==> config.mk <==
export PLATFORM = sky130hd
export DESIGN_NAME = udma_evt_queue
export DESIGN_NICKNAME = d
export VERILOG_FILES = /design/src/rtl/udma_evt_queue.sv
export SDC_FILE = /design/constraint.sdc
export NUM_CORES = 1
export LEC_CHECK = 0
export ABC_AREA = 1
export CAP_MARGIN = 20
export CORE_MARGIN = 5
export CORE_UTILIZATION = 59
export CTS_BUF_LIST = sky130_fd_sc_hd__clkbuf_2 sky130_fd_sc_hd__clkbuf_4 sky130_fd_sc_hd__clkbuf_8
export DETAILED_ROUTE_END_ITERATION = 12
export HOLD_SLACK_MARGIN = 0.15
export PLACE_DENSITY = 0.82
export SLEW_MARGIN = 20
export SYNTH_ARGS = -nofsm -noshare
export SYNTH_HDL_FRONTEND = slang
export SYNTH_SLANG_ARGS = --single-unit
export TNS_END_PERCENT = 100
==> constraint.sdc <==
create_clock -name clk_i -period 3.1 [get_ports clk_i]
set_clock_uncertainty 0.2 [all_clocks]
set_input_delay 0.62 -clock clk_i [delete_from_list [all_inputs] [get_ports clk_i]]
set_output_delay 0.62 -clock clk_i [all_outputs]
set_load 0.01 [all_outputs]
==> src/rtl/udma_evt_queue.sv <==
// uDMA event queue: FIFO between the SoC event bus and uDMA control event compare.
// Optional macro UDMA_EVT_QUEUE_DROP_CNT_EN adds the saturating drop_cnt_o counter.
module udma_evt_queue #(
    parameter int DEPTH        = 8,
    parameter int EVT_W        = 8,
    parameter int DROP_ON_FULL = 1
) (
    input  logic                     clk_i,
    input  logic                     rst_i,
    input  logic                     in_valid_i,
    input  logic [EVT_W-1:0]         in_data_i,
    output logic                     in_ready_o,
    output logic                     out_valid_o,
    output logic [EVT_W-1:0]         out_data_o,
    input  logic                     out_ready_i,
    input  logic                     clr_ovf_i,
    output logic                     ovf_o,
`ifdef UDMA_EVT_QUEUE_DROP_CNT_EN
    output logic [$clog2(DEPTH):0]   level_o,
    output logic [7:0]               drop_cnt_o
`else
    output logic [$clog2(DEPTH):0]   level_o
`endif
);

    localparam int AW = $clog2(DEPTH);

    logic [EVT_W-1:0] mem [DEPTH];
    logic [AW:0]      wr_ptr;
    logic [AW:0]      rd_ptr;
    logic             empty;
    logic             full;
    logic             push;
    logic             pop;
    logic             drop;
    logic             ovf_q;

    // The pointer MSB separates the full case from the empty case.
    assign empty = (wr_ptr == rd_ptr);
    assign full  = (wr_ptr[AW] != rd_ptr[AW]) &&
                   (wr_ptr[AW-1:0] == rd_ptr[AW-1:0]);

    assign pop = ~empty & out_ready_i;

    // In drop mode a full queue still takes an event when the head leaves.
    assign push = (DROP_ON_FULL != 0) ? (in_valid_i & (~full | pop))
                                      : (in_valid_i & ~full);

    assign drop = (DROP_ON_FULL != 0) & in_valid_i & full & ~pop;

    assign in_ready_o  = (DROP_ON_FULL != 0) ? 1'b1 : ~full;
    assign out_valid_o = ~empty;
    assign out_data_o  = empty ? '0 : mem[rd_ptr[AW-1:0]];
    assign level_o     = wr_ptr - rd_ptr;
    assign ovf_o       = ovf_q;

    // Event storage; only written on an accepted push.
    always_ff @(posedge clk_i) begin
        if (push) begin
            mem[wr_ptr[AW-1:0]] <= in_data_i;
        end
    end

    // Read/write pointers, wrapping modulo 2*DEPTH.
    always_ff @(posedge clk_i) begin
        if (rst_i) begin
            wr_ptr <= '0;
            rd_ptr <= '0;
        end else begin
            if (push) begin
                wr_ptr <= wr_ptr + 1'b1;
            end
            if (pop) begin
                rd_ptr <= rd_ptr + 1'b1;
            end
        end
    end

    // Sticky overflow flag; a drop in the clear cycle keeps it set.
    always_ff @(posedge clk_i) begin
        if (rst_i) begin
            ovf_q <= 1'b0;
        end else if (drop) begin
            ovf_q <= 1'b1;
        end else if (clr_ovf_i) begin
            ovf_q <= 1'b0;
        end
    end

`ifdef UDMA_EVT_QUEUE_DROP_CNT_EN
    logic [7:0] drop_cnt_q;

    assign drop_cnt_o = drop_cnt_q;

    // Saturating drop counter; clear restarts at 1 if a drop coincides.
    always_ff @(posedge clk_i) begin
        if (rst_i) begin
            drop_cnt_q <= '0;
        end else if (clr_ovf_i) begin
            drop_cnt_q <= drop ? 8'd1 : 8'd0;
        end else if (drop && (drop_cnt_q != 8'hFF)) begin
            drop_cnt_q <= drop_cnt_q + 8'd1;
        end
    end
`endif

endmodule
# Word level (Yosys, flattened, before mapping)
# Memory sizes are Yosys's and may differ from the RTL's. A register that Yosys moved wholly into a read port is not among the register bits.
# Cells that the tools add are included.
[totals]
ramBits = 64
memories = 1
word_cells = 27
output_inout_bits = 15
inputBits = 13
register_bits = 9
[op_classes]
add_sub_neg = 3
reduce_logical = 2
n_bitwise = 8
n_eq_ne = 3
n_mux = 7
[mem_list]
columns = ["name", "depth", "width", "rd", "rd_ports_with_merged_regs", "write_ports", "line_no", "source"]
rows = [
  ["mem", 8, 8, 1, 1, 1, "28", "logic [EVT_W-1:0] mem [DEPTH];"],
]
[op_table]
columns = ["op", "count"]
rows = [
  ["4-bit by 1-bit adder with 4-bit output (second input constant)", 2],
  ["8-bit two-way mux", 1],
  ["3-bit two-way mux", 2],
  ["1-bit bitwise AND", 4],
  ["4-bit equality test", 1],
  ["1-bit two-way mux", 4],
  ["4-bit subtractor", 1],
  ["3-bit equality test", 1],
  ["1-bit inverter", 3],
  ["2-bit nonzero test", 1],
  ["1-bit logical AND", 1],
  ["1-bit inequality test", 1],
  ["1-bit OR", 1],
]

# Depth between registers and ports, before layout
[depth]
word_depth = 7
depth_mapped = 9
ltp_nobuf = 8

# Least setup slack after synthesis
# Ideal clock, no wire load.
[synth_timing]
path_type = "reg2reg"
startpoint = "register wr_ptr[0]"
endpoint = "memory mem[0][0], enable pin"
arrival_ns = 1.956
required_time_ns = 2.517
period_less_slack_ns = 2.539
stages_incl_launch_ff = 9
slack_ns = 0.561
setup_ns = 0.383
path_buffers = 1
path_cell_list = "dfxtp_1 clkbuf_1 inv_1 ha_1 inv_1 nor2_4 nand3_4 nand2_4 nor3_1"
[synth_via]
elab_chain_cells = 7
word_cells_on_any_way = 10
classes_between = "eq/ne: 2; mux: 2; bitwise: 5; reduce/logical: 1"
[synth_lines]
columns = ["element", "line_no", "source"]
rows = [
  ["start: declaration", "29", "logic [AW:0] wr_ptr;"],
  ["start signal: assignment", "71", "wr_ptr <= wr_ptr + 1'b1;"],
  ["4-bit equality test / 3-bit equality test (equally long branches)", "39, 41", ""],
  ["1-bit inverter / 1-bit logical AND (equally long branches)", "43, 40", ""],
  ["1-bit bitwise AND / 1-bit inverter (equally long branches)", "-", ""],
  ["1-bit OR", "46", "assign push = (DROP_ON_FULL != 0) ? (in_valid_i & (~full | pop))"],
  ["1-bit bitwise AND", "46", ""],
  ["1-bit two-way mux", "59", "if (push) begin"],
  ["1-bit two-way mux (not written as such)", "60", "mem[wr_ptr[AW-1:0]] <= in_data_i;"],
  ["end: declaration", "28", ""],
]
# Parallel ways exist; a longest one is shown, timed or not.

# Final worst setup path
[layout_timing]
startpoint = "register wr_ptr[0]"
endpoint = "output port level_o[2]"
[layout_via]
elab_chain_cells = 1
[layout_lines]
columns = ["element", "line_no", "source"]
rows = [
  ["4-bit subtractor", "54", "assign level_o = wr_ptr - rd_ptr;"],
  ["end: declaration", "22", "output logic [$clog2(DEPTH):0] level_o"],
]
# Every way passes these cells.

==> flow_metrics.py <==
metrics = {
    "run_status": {
        "result_of_the_run": "finished, final reports clean",
    },
    "sta": {
        "finalHoldViolCount": 0,
        "grt_setup_unrepaired": "no",
        "tightest_slew_ns": 0.597,
        "fin_tns_setup_ns": 0,
        "fmax_mhz": 341,
        "minimum_clock_period_ns": 2.94,
        "fin_worst_hold_slack_ns": 0.277,
        "worst_slew_margin_rel_pct": 60.2,
        "final.period_utilization_pct": 94.7,
        "timing_max_transition_violations_final": 0,
        "setup_viol": 0,
    },
    "cells_and_area": {
        "layout.nets": 363,
        "fillCellCount": 379,
        "diodes": 0,
        "layoutNonFillerInstCount": 421,
        "final_area_um2": 3940,
        "multiInputGateArea_um2": 985,
        "drive_gt1_share_pct": 13.2,
        "flow.area_growth_from_synthesis_pct": 20.0,
        "register_area_um2": 2170,
    },
    "global_routing": {
        "grt_pass1_vias": 2265,
        "antenna_found_initial": 0,
        "grt_util_all_layers_pct": 20.9,
        "overflow": 0,
        "grt_first_pass_wirelength_um": 11300,
        "grt_max_degree": 33,
    },
    "placed_design": {
        "placedInstanceArea_um2": 3640,
        "place_hpwl_um": 4360,
        "place.detailed.instances": 403,
        "routabilityCongestion": 0.870,
        "place.port_buffers": 26,
    },
    "clock_tree": {
        "tritoncts": "done",
        "clkLatencyLatePin_ns": 0.34,
        "cts_sinks": 76,
        "cts.path.max_buffers": 2,
        "root_buffer": "sky130_fd_sc_hd__clkbuf_8",
        "cts_buffers": 9,
        "clock_tree.htree_level_count": 3,
        "cts.clk_slew.worst_paths_ns": 0.07,
    },
    "yosys": {
        "synth-edff-count": 64,
        "synth-warning-count": 0,
        "synth_top_cell_area_share_pct": 58.6,
        "yosys-mux-area-fraction_pct": 0,
        "synth.cell_area_um2": 3280,
        "dominant_combinational_cell_family_by_area_after_synthesis": "simple AND/OR/NAND/NOR gates",
        "synth-compound-area-share_pct": 7.63,
        "synth.area.top_cells": "sky130_fd_sc_hd__edfxtp_1 (59%), sky130_fd_sc_hd__nor2_1 (9.7%), sky130_fd_sc_hd__dfxtp_1 (7.3%)",
        "netlist-cell-type-count": 26,
        "ys_dominant_reg_cell": "sky130_fd_sc_hd__edfxtp_1",
        "ys_top_cells_by_count": "sky130_fd_sc_hd__nor2_1 (85), sky130_fd_sc_hd__edfxtp_1 (64), sky130_fd_sc_hd__o21ai_1 (30), sky130_fd_sc_hd__nand2_1 (26), sky130_fd_sc_hd__nand3_1 (17)",
        "synth-seq-area-share_pct": 66.0,
        "synth_top_cell_by_area": "sky130_fd_sc_hd__edfxtp_1",
        "syn_avg_cell_area_um2": 10.7,
        "net_count_synth": 325,
        "synth-simple-area-share_pct": 18.1,
        "netlist_instances": 306,
        "synth_adder_area_share_pct": 2.52,
        "number_of_storage_elements_in_the_synthesis_netlist": 76,
        "synth_xor_area_share_pct": 1.34,
        "async_flop_share_pct": 0,
        "synth.most_common_cell": "sky130_fd_sc_hd__nor2_1",
    },
    "floorplanning": {
        "starting_density_of_the_core_pct": 60.3,
        "number_of_rows_in_the_core_area": 27,
        "width_of_the_die_um": 84.5,
        "die_area_um2": 7150,
        "core_region_area_um2": 5440,
        "io_pins": 28,
        "die_h_um": 84.5,
    },
    "critical_path": {
        "required_ns": 2.28,
        "criticalPathCategory": "flop to output port",
        "worst_ep_arrival_time_ns": 2.12,
        "worstPathMaxFanout": 2,
        "setup.worst_path.start_class": "flop",
        "worst-r2r-cell-count": 8,
        "worst_setup_end_kind": "output port",
    },
    "routing": {
        "totalWireLength_um": 6920,
        "drc": 0,
        "vias": 2288,
        "antenna_violating_nets_post_route": 0,
        "routed_wire_length_per_instance_um": 16.4,
        "drt_iter0_drc": 184,
        "drt_pre_antenna_iters": 4,
        "vias_cell": 5.43,
    },
    "power_and_ir_drop": {
        "ir_worst_vdd_v": 0.000442,
        "power_leakage_nw": 1.54,
        "power_density_nw_per_um2": 655,
        "fin_total_pwr_mw": 2.58,
    },
    "worst_hold_path": {
        "hold_path_depth": 2,
        "hold_class": "flop to flop",
    },
    "flow_run": {
        "maxCapViolCount": 0,
    },
}
==> critical path: stages (launching register included) <==
cell                              delay, ns
sky130_fd_sc_hd__dfxtp_1               0.34
sky130_fd_sc_hd__inv_1                 0.08
sky130_fd_sc_hd__ha_1                  0.24
sky130_fd_sc_hd__fa_1                  0.40
sky130_fd_sc_hd__xnor2_1               0.16
sky130_fd_sc_hd__clkdlybuf4s50_1       0.56
==> path summary, 6_finish.rpt <==
check,start,end,slack [ns]
hold / removal,ovf_o,ovf_o,0.28
setup reg to reg,wr_ptr[0],mem[4][4],0.83
hold reg to reg,ovf_o,ovf_o,0.28
setup / recovery,wr_ptr[0],level_o[2],0.16
==> stage by stage <==
stage	util, %	setup WS, ns
global route	72.3	0.0874
global placement	67.0	0.380
floorplan	-	0.561
finish	72.3	0.165
CTS	71.1	0.00620
detailed placement	67.0	0.348
==> per-layer routing <==
metal / track usage (%) / vias up / part of all wire, %
met5: 0 / - / 0
met4: 10.1 / 0 / 3.1
met3: 4.02 / 17 / 4.2
met2: 33.5 / 61 / 50
met1: 27.3 / 1091 / 43
li1: - / 1119 / -
==> cell usage in the layout (no fill, tap or decap), drive strengths merged <==
| master | count |
|---|---|
| nor3 | 3 |
| edfxtp | 64 |
| fa | 1 |
| clkdlybuf4s50 | 18 |
| a21oi | 8 |
| nand2 | 29 |
| o21ai | 42 |
| nand4 | 2 |
| bufinv | 2 |
| xor2 | 3 |
| nand3 | 19 |
| ha | 5 |
| dlymetal6s2s | 8 |
| conb | 1 |
| xnor2 | 2 |
| dfxtp | 12 |
| clkinvlp | 1 |
| clkbuf | 12 |
| clkinv | 2 |
| buf | 16 |
| inv | 13 |
| nor2 | 86 |
==> flip-flops by register name, summed over array words and instances (netlist names), named ones only <==
signal and flops:
mem 64, wr_ptr 4, ovf_o 1, rd_ptr 4
==> timing repair <==
action / in CTS / in global routing
hold buffers: 0 / 0
gates resized for setup: 4 / 14
setup endpoints to repair: 7 / 8
setup buffers: 0 / 2
==> power breakdown <==
part / leakage, nW / switching, mW / total, mW / internal [mW]
clock: 0.115 / 0.344 / 0.824 / 0.481
sequential: 0.681 / 0.0214 / 1.16 / 1.14
combinational: 0.739 / 0.336 / 0.593 / 0.257
==> area by class of cell <==
| type | instances | share of cell area (%) |
|---|---|---|
| clock inverter | 4 | 1.88 |
| inverter | 14 | 1.43 |
| timing repair buffer | 42 | 10.6 |
| tap | 72 | 2.29 |
| multi-input combinational | 201 | 25.0 |
| clock buffer | 12 | 3.72 |
| sequential | 76 | 55.1 |
==> kinds of logic after synthesis <==
group                      count (synthesis)
and+or+nand+nor                          139
DFF                                       76
AOI/OAI and AO/OA                         50
buffers and inverters                     29
adders and majority gates                  6
xor gates and xnor gates                   5
other                                      1
Note: power is estimated with default switching activity, not from simulation.
